==> src/rtl/pwm_dac_sampler.sv <==
// pwm_dac_sampler: requests one code per PWM period from an upstream source and plays it out as a duty cycle.
// Compile with PWM_CENTER_EN defined for centre-aligned PWM; the default build is edge-aligned.
module pwm_dac_sampler #(
  parameter int CODE_WIDTH        = 10,
  parameter int CYCLES_PER_SAMPLE = 1024
) (
  input  logic                  clk_i,
  input  logic                  rst_ni,
  input  logic                  en_i,
  input  logic [CODE_WIDTH-1:0] code_i,
  output logic                  next_sample_o,
  output logic                  pwm_o,
  output logic                  period_start_o,
  output logic                  underrun_o
);

  localparam int CPS   = CYCLES_PER_SAMPLE;
  localparam int CNT_W = $clog2(CPS);
  // Wide enough for both the code and the value CPS itself, so the clamp compare never truncates.
  localparam int EFF_W = (CODE_WIDTH > CNT_W + 1) ? CODE_WIDTH : CNT_W + 1;

  localparam logic [CNT_W-1:0] CNT_LAST = CNT_W'(CPS - 1);
  localparam logic [CNT_W-1:0] CNT_CAPT = CNT_W'(CPS - 2);
  localparam logic [CNT_W-1:0] CNT_PREQ = CNT_W'(CPS - 4);
  localparam logic [EFF_W-1:0] CPS_E    = EFF_W'(CPS);

  typedef enum logic [1:0] {
    S_IDLE,
    S_FETCH,
    S_CAPT,
    S_RUN
  } state_e;

  state_e                state_q;
  logic [CNT_W-1:0]      cnt_q;
  logic [CODE_WIDTH-1:0] shadow_q;
  logic [CODE_WIDTH-1:0] active_q;
  logic                  next_sample_q;
  logic                  pwm_q;
  logic                  period_start_q;
  logic                  underrun_q;

  logic [EFF_W-1:0]      active_ext;
  logic [EFF_W-1:0]      eff;
  logic [EFF_W-1:0]      cnt_ext;
  logic                  pwm_d;
`ifdef PWM_CENTER_EN
  logic [EFF_W-1:0]      start;
`endif

  always_comb begin
    active_ext = EFF_W'(active_q);
    eff        = (active_ext > CPS_E) ? CPS_E : active_ext;
    cnt_ext    = EFF_W'(cnt_q);
`ifdef PWM_CENTER_EN
    start      = (CPS_E - eff) >> 1;
    pwm_d      = (cnt_ext >= start) && (cnt_ext < start + eff);
`else
    pwm_d      = (cnt_ext < eff);
`endif
  end

  always_ff @(posedge clk_i or negedge rst_ni) begin
    if (!rst_ni) begin
      state_q        <= S_IDLE;
      cnt_q          <= '0;
      shadow_q       <= '0;
      active_q       <= '0;
      next_sample_q  <= 1'b0;
      pwm_q          <= 1'b0;
      period_start_q <= 1'b0;
      underrun_q     <= 1'b0;
    end else begin
      next_sample_q  <= 1'b0;
      period_start_q <= 1'b0;
      pwm_q          <= 1'b0;
      case (state_q)
        S_IDLE: begin
          cnt_q <= '0;
          if (en_i) begin
            state_q       <= S_FETCH;
            next_sample_q <= 1'b1;
          end
        end
        S_FETCH: begin
          state_q <= S_CAPT;
        end
        S_CAPT: begin
          // The first code goes straight to active so the opening period is not lost.
          state_q        <= S_RUN;
          cnt_q          <= '0;
          shadow_q       <= code_i;
          active_q       <= code_i;
          period_start_q <= 1'b1;
        end
        S_RUN: begin
          if (!en_i) begin
            state_q <= S_IDLE;
            cnt_q   <= '0;
            if (cnt_q != CNT_LAST) begin
              underrun_q <= 1'b1;
            end
          end else begin
            pwm_q <= pwm_d;
            if (cnt_q == CNT_LAST) begin
              cnt_q          <= '0;
              active_q       <= shadow_q;
              period_start_q <= 1'b1;
            end else begin
              cnt_q <= cnt_q + 1'b1;
            end
            // Outputs are registered, so the request is raised one count early.
            if (cnt_q == CNT_PREQ) begin
              next_sample_q <= 1'b1;
            end
            if (cnt_q == CNT_CAPT) begin
              shadow_q <= code_i;
            end
          end
        end
        default: begin
          state_q <= S_IDLE;
          cnt_q   <= '0;
        end
      endcase
    end
  end

  assign next_sample_o  = next_sample_q;
  assign pwm_o          = pwm_q;
  assign period_start_o = period_start_q;
  assign underrun_o     = underrun_q;

endmodule
==> config.mk <==
export PLATFORM = sky130hd
export DESIGN_NAME = pwm_dac_sampler
export DESIGN_NICKNAME = d
export VERILOG_FILES = /design/src/rtl/pwm_dac_sampler.sv
export SDC_FILE = /design/constraint.sdc
export NUM_CORES = 1
export LEC_CHECK = 0
export CORE_ASPECT_RATIO = 1.75
export CORE_UTILIZATION = 49
export DETAILED_ROUTE_END_ITERATION = 7
export PLACE_DENSITY = 0.7
export SLEW_MARGIN = 40
export SYNTH_ARGS = -nofsm -noshare
export SYNTH_HDL_FRONTEND = slang
export SYNTH_SLANG_ARGS = --single-unit
==> constraint.sdc <==
create_clock -name clk_i -period 2.6 [get_ports clk_i]
set_input_delay 0.39 -clock clk_i [delete_from_list [all_inputs] [get_ports clk_i]]
set_output_delay 0.39 -clock clk_i [all_outputs]
set_load 0.05 [all_outputs]
==> impl_results.md <==
- Largest fanout on the critical path: 6
- Die X: 48.99 um
- Main area contributors after synthesis: sky130_fd_sc_hd__dfrtp_1, sky130_fd_sc_hd__ha_1, sky130_fd_sc_hd__mux2_4, sky130_fd_sc_hd__a31oi_1, sky130_fd_sc_hd__o22ai_1
- Instance count of the mapped netlist: 173
- Gr usage total: 21.50%
- Worst flop-to-flop path endpoint: cnt_q[5]
- Seq cells post-synth: 36
- Hold path startpoint: underrun_o
- Fillers: 294
- DR vias: 1,395
- Height of the die: around 84 um
- Area used by multi-input combinational logic: slightly below 900 um^2
- Part of the power in registers: 39.9%
- Number of buffers created by CTS: 5
- Antenna diode count: 0
- Final routed DRC violation total: 0
- Yosys synthesis warning count: 0
- Commonest cells after routing, fill and taps aside: sky130_fd_sc_hd__dfrtp_1, sky130_fd_sc_hd__ha_1, sky130_fd_sc_hd__clkdlybuf4s50_1
- Count of port buffers added during placement: 16
- Minimum setup slack among reg-to-reg paths: approximately 630 ps
- Floorplan Core Area: 3665 um^2
- Number of resized instances in the post-cts repair step: 0
- Wire length reported by the detailed router: 3869 um
- Buffers and inverters on the worst path: 0
- Half-perimeter wire length after detailed placement: 2824 um
- Via count normalized by instance count: 5.837
- Delay of the slowest critical-path stage: 540 ps
- Maximum clock path buffer count: 2
- Sequential fraction of the synthesis area: 47.59%
- Worst-path cell with the longest stage delay: sky130_fd_sc_hd__a21oi_1
- Final Hold Fails: 0
- Series of cell instances along the critical path: ha_1 -> and3_1 -> nand3_1 -> a21oi_1 -> nor2_1
- Type of destination of the critical path: flop
- Number of setup buffers added after CTS: 0
- Combinational share of power: 41.4%
- R2R Path Start: cnt_q[1]
- Placement row count: 29
- Pin count of the biggest net entering global routing: 37
- Share of power burned in the clock network: 18.8%
- Wire length of the first global-routing pass: about 6800 um
- TNS Setup: 0 ps
- Portion of synthesized cell area occupied by the leading cell type: 47.59%
- Arrival @ worst endpoint: 2120 ps
- Worst min-delay path endpoint: underrun_o
- Net switching fraction of the power: roughly 36%
- Post-Synthesis Net Count: roughly 200
- Total leakage power: 1.042 nW
- Post-route clock skew: 8.704 ps
- Depth of the worst register-to-register path: 5
- Most common library cell in the layout ignoring fill and taps: sky130_fd_sc_hd__dfrtp_1
- Length of the first detailed-routing pass in iterations: 4
- Worst setup path category: flop to flop
- Library cell with the largest summed area after synthesis: sky130_fd_sc_hd__dfrtp_1
- Final Cycle Share: roughly 76%
- Core Util, Final: 59.54%
- RSZ-0062 raised after global routing: false
- Startpoint Class: flop
- Final weighted congestion in routability-driven placement: 0.8304
- Antenna-violating nets left: 0
- Clock tree sinks: 36
- Peak Freq: a little over 500 MHz
- Maximum vdd drop: approximately 0.69 mV
- Mapped Avg Cell Area: 10.94 um^2
- Worst rel slew slack: about three fifths
- Switching power: between 700 and 800 uW
- Area Overhead vs Synth: 15.27%
- Final setup violating endpoints: 0
- Clock tree from TritonCTS: yes
- Drt initial violations: 24
- PwrDens: 993.4 nW/um^2
- Initial antenna violation count: 0
- Full die area: 4126 um^2
- Cell depth of the worst min-delay path: 1
- Count of hold-fix buffers inserted at cts: 0
- Hold/Removal Path Class: flop to flop
- Routed WL per cell: 16.19 um
- Delay-heaviest family, CP: simple AND/OR/NAND/NOR gates
- Register Area: 900.9 um^2
- H-tree lvl count: 2
- Max capacitance violation total: 0
- Root cell of the clock tree: sky130_fd_sc_hd__clkbuf_8
- # IOs: 17
- Global-route congestion overflow total: 0
- Synth cell types: 36
- Number of nets in the layout: 222
- Crit path time final: 1971 ps
- Clock transition at the registers of the reported paths: 70 ps
- Share of final-layout standard cells stronger than drive strength 1: 12.44%
- Post-Synthesis Cell Area: 1893 um^2
- Insertion delay of the later-clocked pin in the worst-skew pair: 290 ps
- Transition time of the tightest slew-check pin: ~600 ps
- Internal Pwr Total: 1.387 mW
- Critical path data required time: between 2000 and 3000 ps
- Effective utilization at floorplan: 51.66%
- Number of global-route vias before repair: between 1,000 and 1,500
- Run status: finished, final reports clean
- Max Slew Vio Count: 0
-- area by class of cell --
cell class | instances | area share [%]
Tap cell | 46 | 2.638
Clock buffer | 8 | 4.128
Timing Repair Buffer | 19 | 8.372
Sequential cell | 36 | 41.28
Multi-Input combinational cell | 115 | 41.00
Inverter | 15 | 2.580
-- how the worst max path moves through the flow --
stage | start | endpoint | slack (ps) | depth (start not counted)
final | cnt_q[1] | cnt_q[5] | 630 | 5
after global routing | state_q[0] | active_q[6] | 440 | 6
after floorplan | cnt_q[7] | shadow_q[0] | 970 | 6
after CTS | state_q[0] | active_q[4] | 660 | 6
after detailed placement | en_i | shadow_q[1] | 650 | 5
after global placement | en_i | shadow_q[4] | 690 | 5
-- power by group through the flow --
stage,Sequential [mW],Combinational (mW),Clock (mW)
after floorplan,0.904,0.623,0
after global placement,0.862,0.843,0
after detailed placement,0.873,0.895,0
after CTS,0.863,0.901,0.415
after global routing,0.883,1.00,0.438
final,0.864,0.897,0.407
-- metal layers --
metal	up-vias	GRT usage, %	wire length [um]
met5	-	0	0
li1	654	-	-
met4	0	11.50	114
met3	13	5.254	129
met2	29	37.75	2043
met1	699	23.27	1581
-- through the flow --
| step | setup slack (ps) | cell area [um^2] | power, mW | instances | hold WS (ps) |
|---|---|---|---|---|---|
| final | 628.7 | 2182 | 2.168 | 239 | 477.8 |
| after CTS | 658.4 | 2182 | 2.179 | 239 | 481.1 |
| after floorplan | 969.0 | 1893 | 1.527 | 173 | 94.41 |
| after global routing | 439.8 | 2182 | 2.324 | 239 | 508.4 |
| after global placement | 688.7 | 2092 | 1.705 | 231 | 457.4 |
| after detailed placement | 653.5 | 2092 | 1.768 | 231 | 459.7 |
-- registers in the layout (all words and copies together), names as in the netlist --
register / cells
state_q: 2
underrun_o: 1
active_q: 10
period_start_o: 1
cnt_q: 10
next_sample_o: 1
pwm_o: 1
shadow_q: 10
-- synthesized netlist by cell type --
library cell / n
sky130_fd_sc_hd__buf_6: 2
sky130_fd_sc_hd__and3b_1: 1
sky130_fd_sc_hd__nand4b_1: 1
sky130_fd_sc_hd__clkinv_1: 1
sky130_fd_sc_hd__inv_1: 14
sky130_fd_sc_hd__and4_1: 1
sky130_fd_sc_hd__o21ai_0: 9
sky130_fd_sc_hd__a21oi_1: 5
sky130_fd_sc_hd__o31ai_1: 1
sky130_fd_sc_hd__a31o_2: 1
sky130_fd_sc_hd__and3_1: 1
sky130_fd_sc_hd__o21a_1: 1
sky130_fd_sc_hd__nand3_1: 5
sky130_fd_sc_hd__o22ai_1: 10
sky130_fd_sc_hd__and3_2: 1
sky130_fd_sc_hd__and2_2: 2
sky130_fd_sc_hd__a41oi_1: 1
sky130_fd_sc_hd__nand2b_1: 2
sky130_fd_sc_hd__nand4_1: 3
sky130_fd_sc_hd__a211o_1: 2
sky130_fd_sc_hd__nor2_1: 10
sky130_fd_sc_hd__nor2b_1: 2
sky130_fd_sc_hd__a31o_1: 1
sky130_fd_sc_hd__clkbuf_1: 5
sky130_fd_sc_hd__mux2_4: 10
sky130_fd_sc_hd__xnor2_1: 1
sky130_fd_sc_hd__and2_1: 1
sky130_fd_sc_hd__nor3_1: 1
sky130_fd_sc_hd__xor2_1: 5
sky130_fd_sc_hd__a31oi_1: 10
sky130_fd_sc_hd__ha_1: 17
sky130_fd_sc_hd__a21o_1: 1
sky130_fd_sc_hd__and3_4: 1
sky130_fd_sc_hd__dfrtp_1: 36
sky130_fd_sc_hd__nand2_1: 7
sky130_fd_sc_hd__a211oi_1: 1
-- kinds of logic after synthesis --
logic type	count (synthesis)	synth area share (%)
adder cells (fa/ha/maj)	17	11.24
buffers and inverters	22	5.155
AND/OR/NAND/NOR	39	11.10
XOR/XNOR	6	2.776
flip-flops	36	47.59
AO/OA/AOI/OAI	43	14.21
multiplexers	10	7.931
No activity file was read; power rests on OpenSTA's default activity.
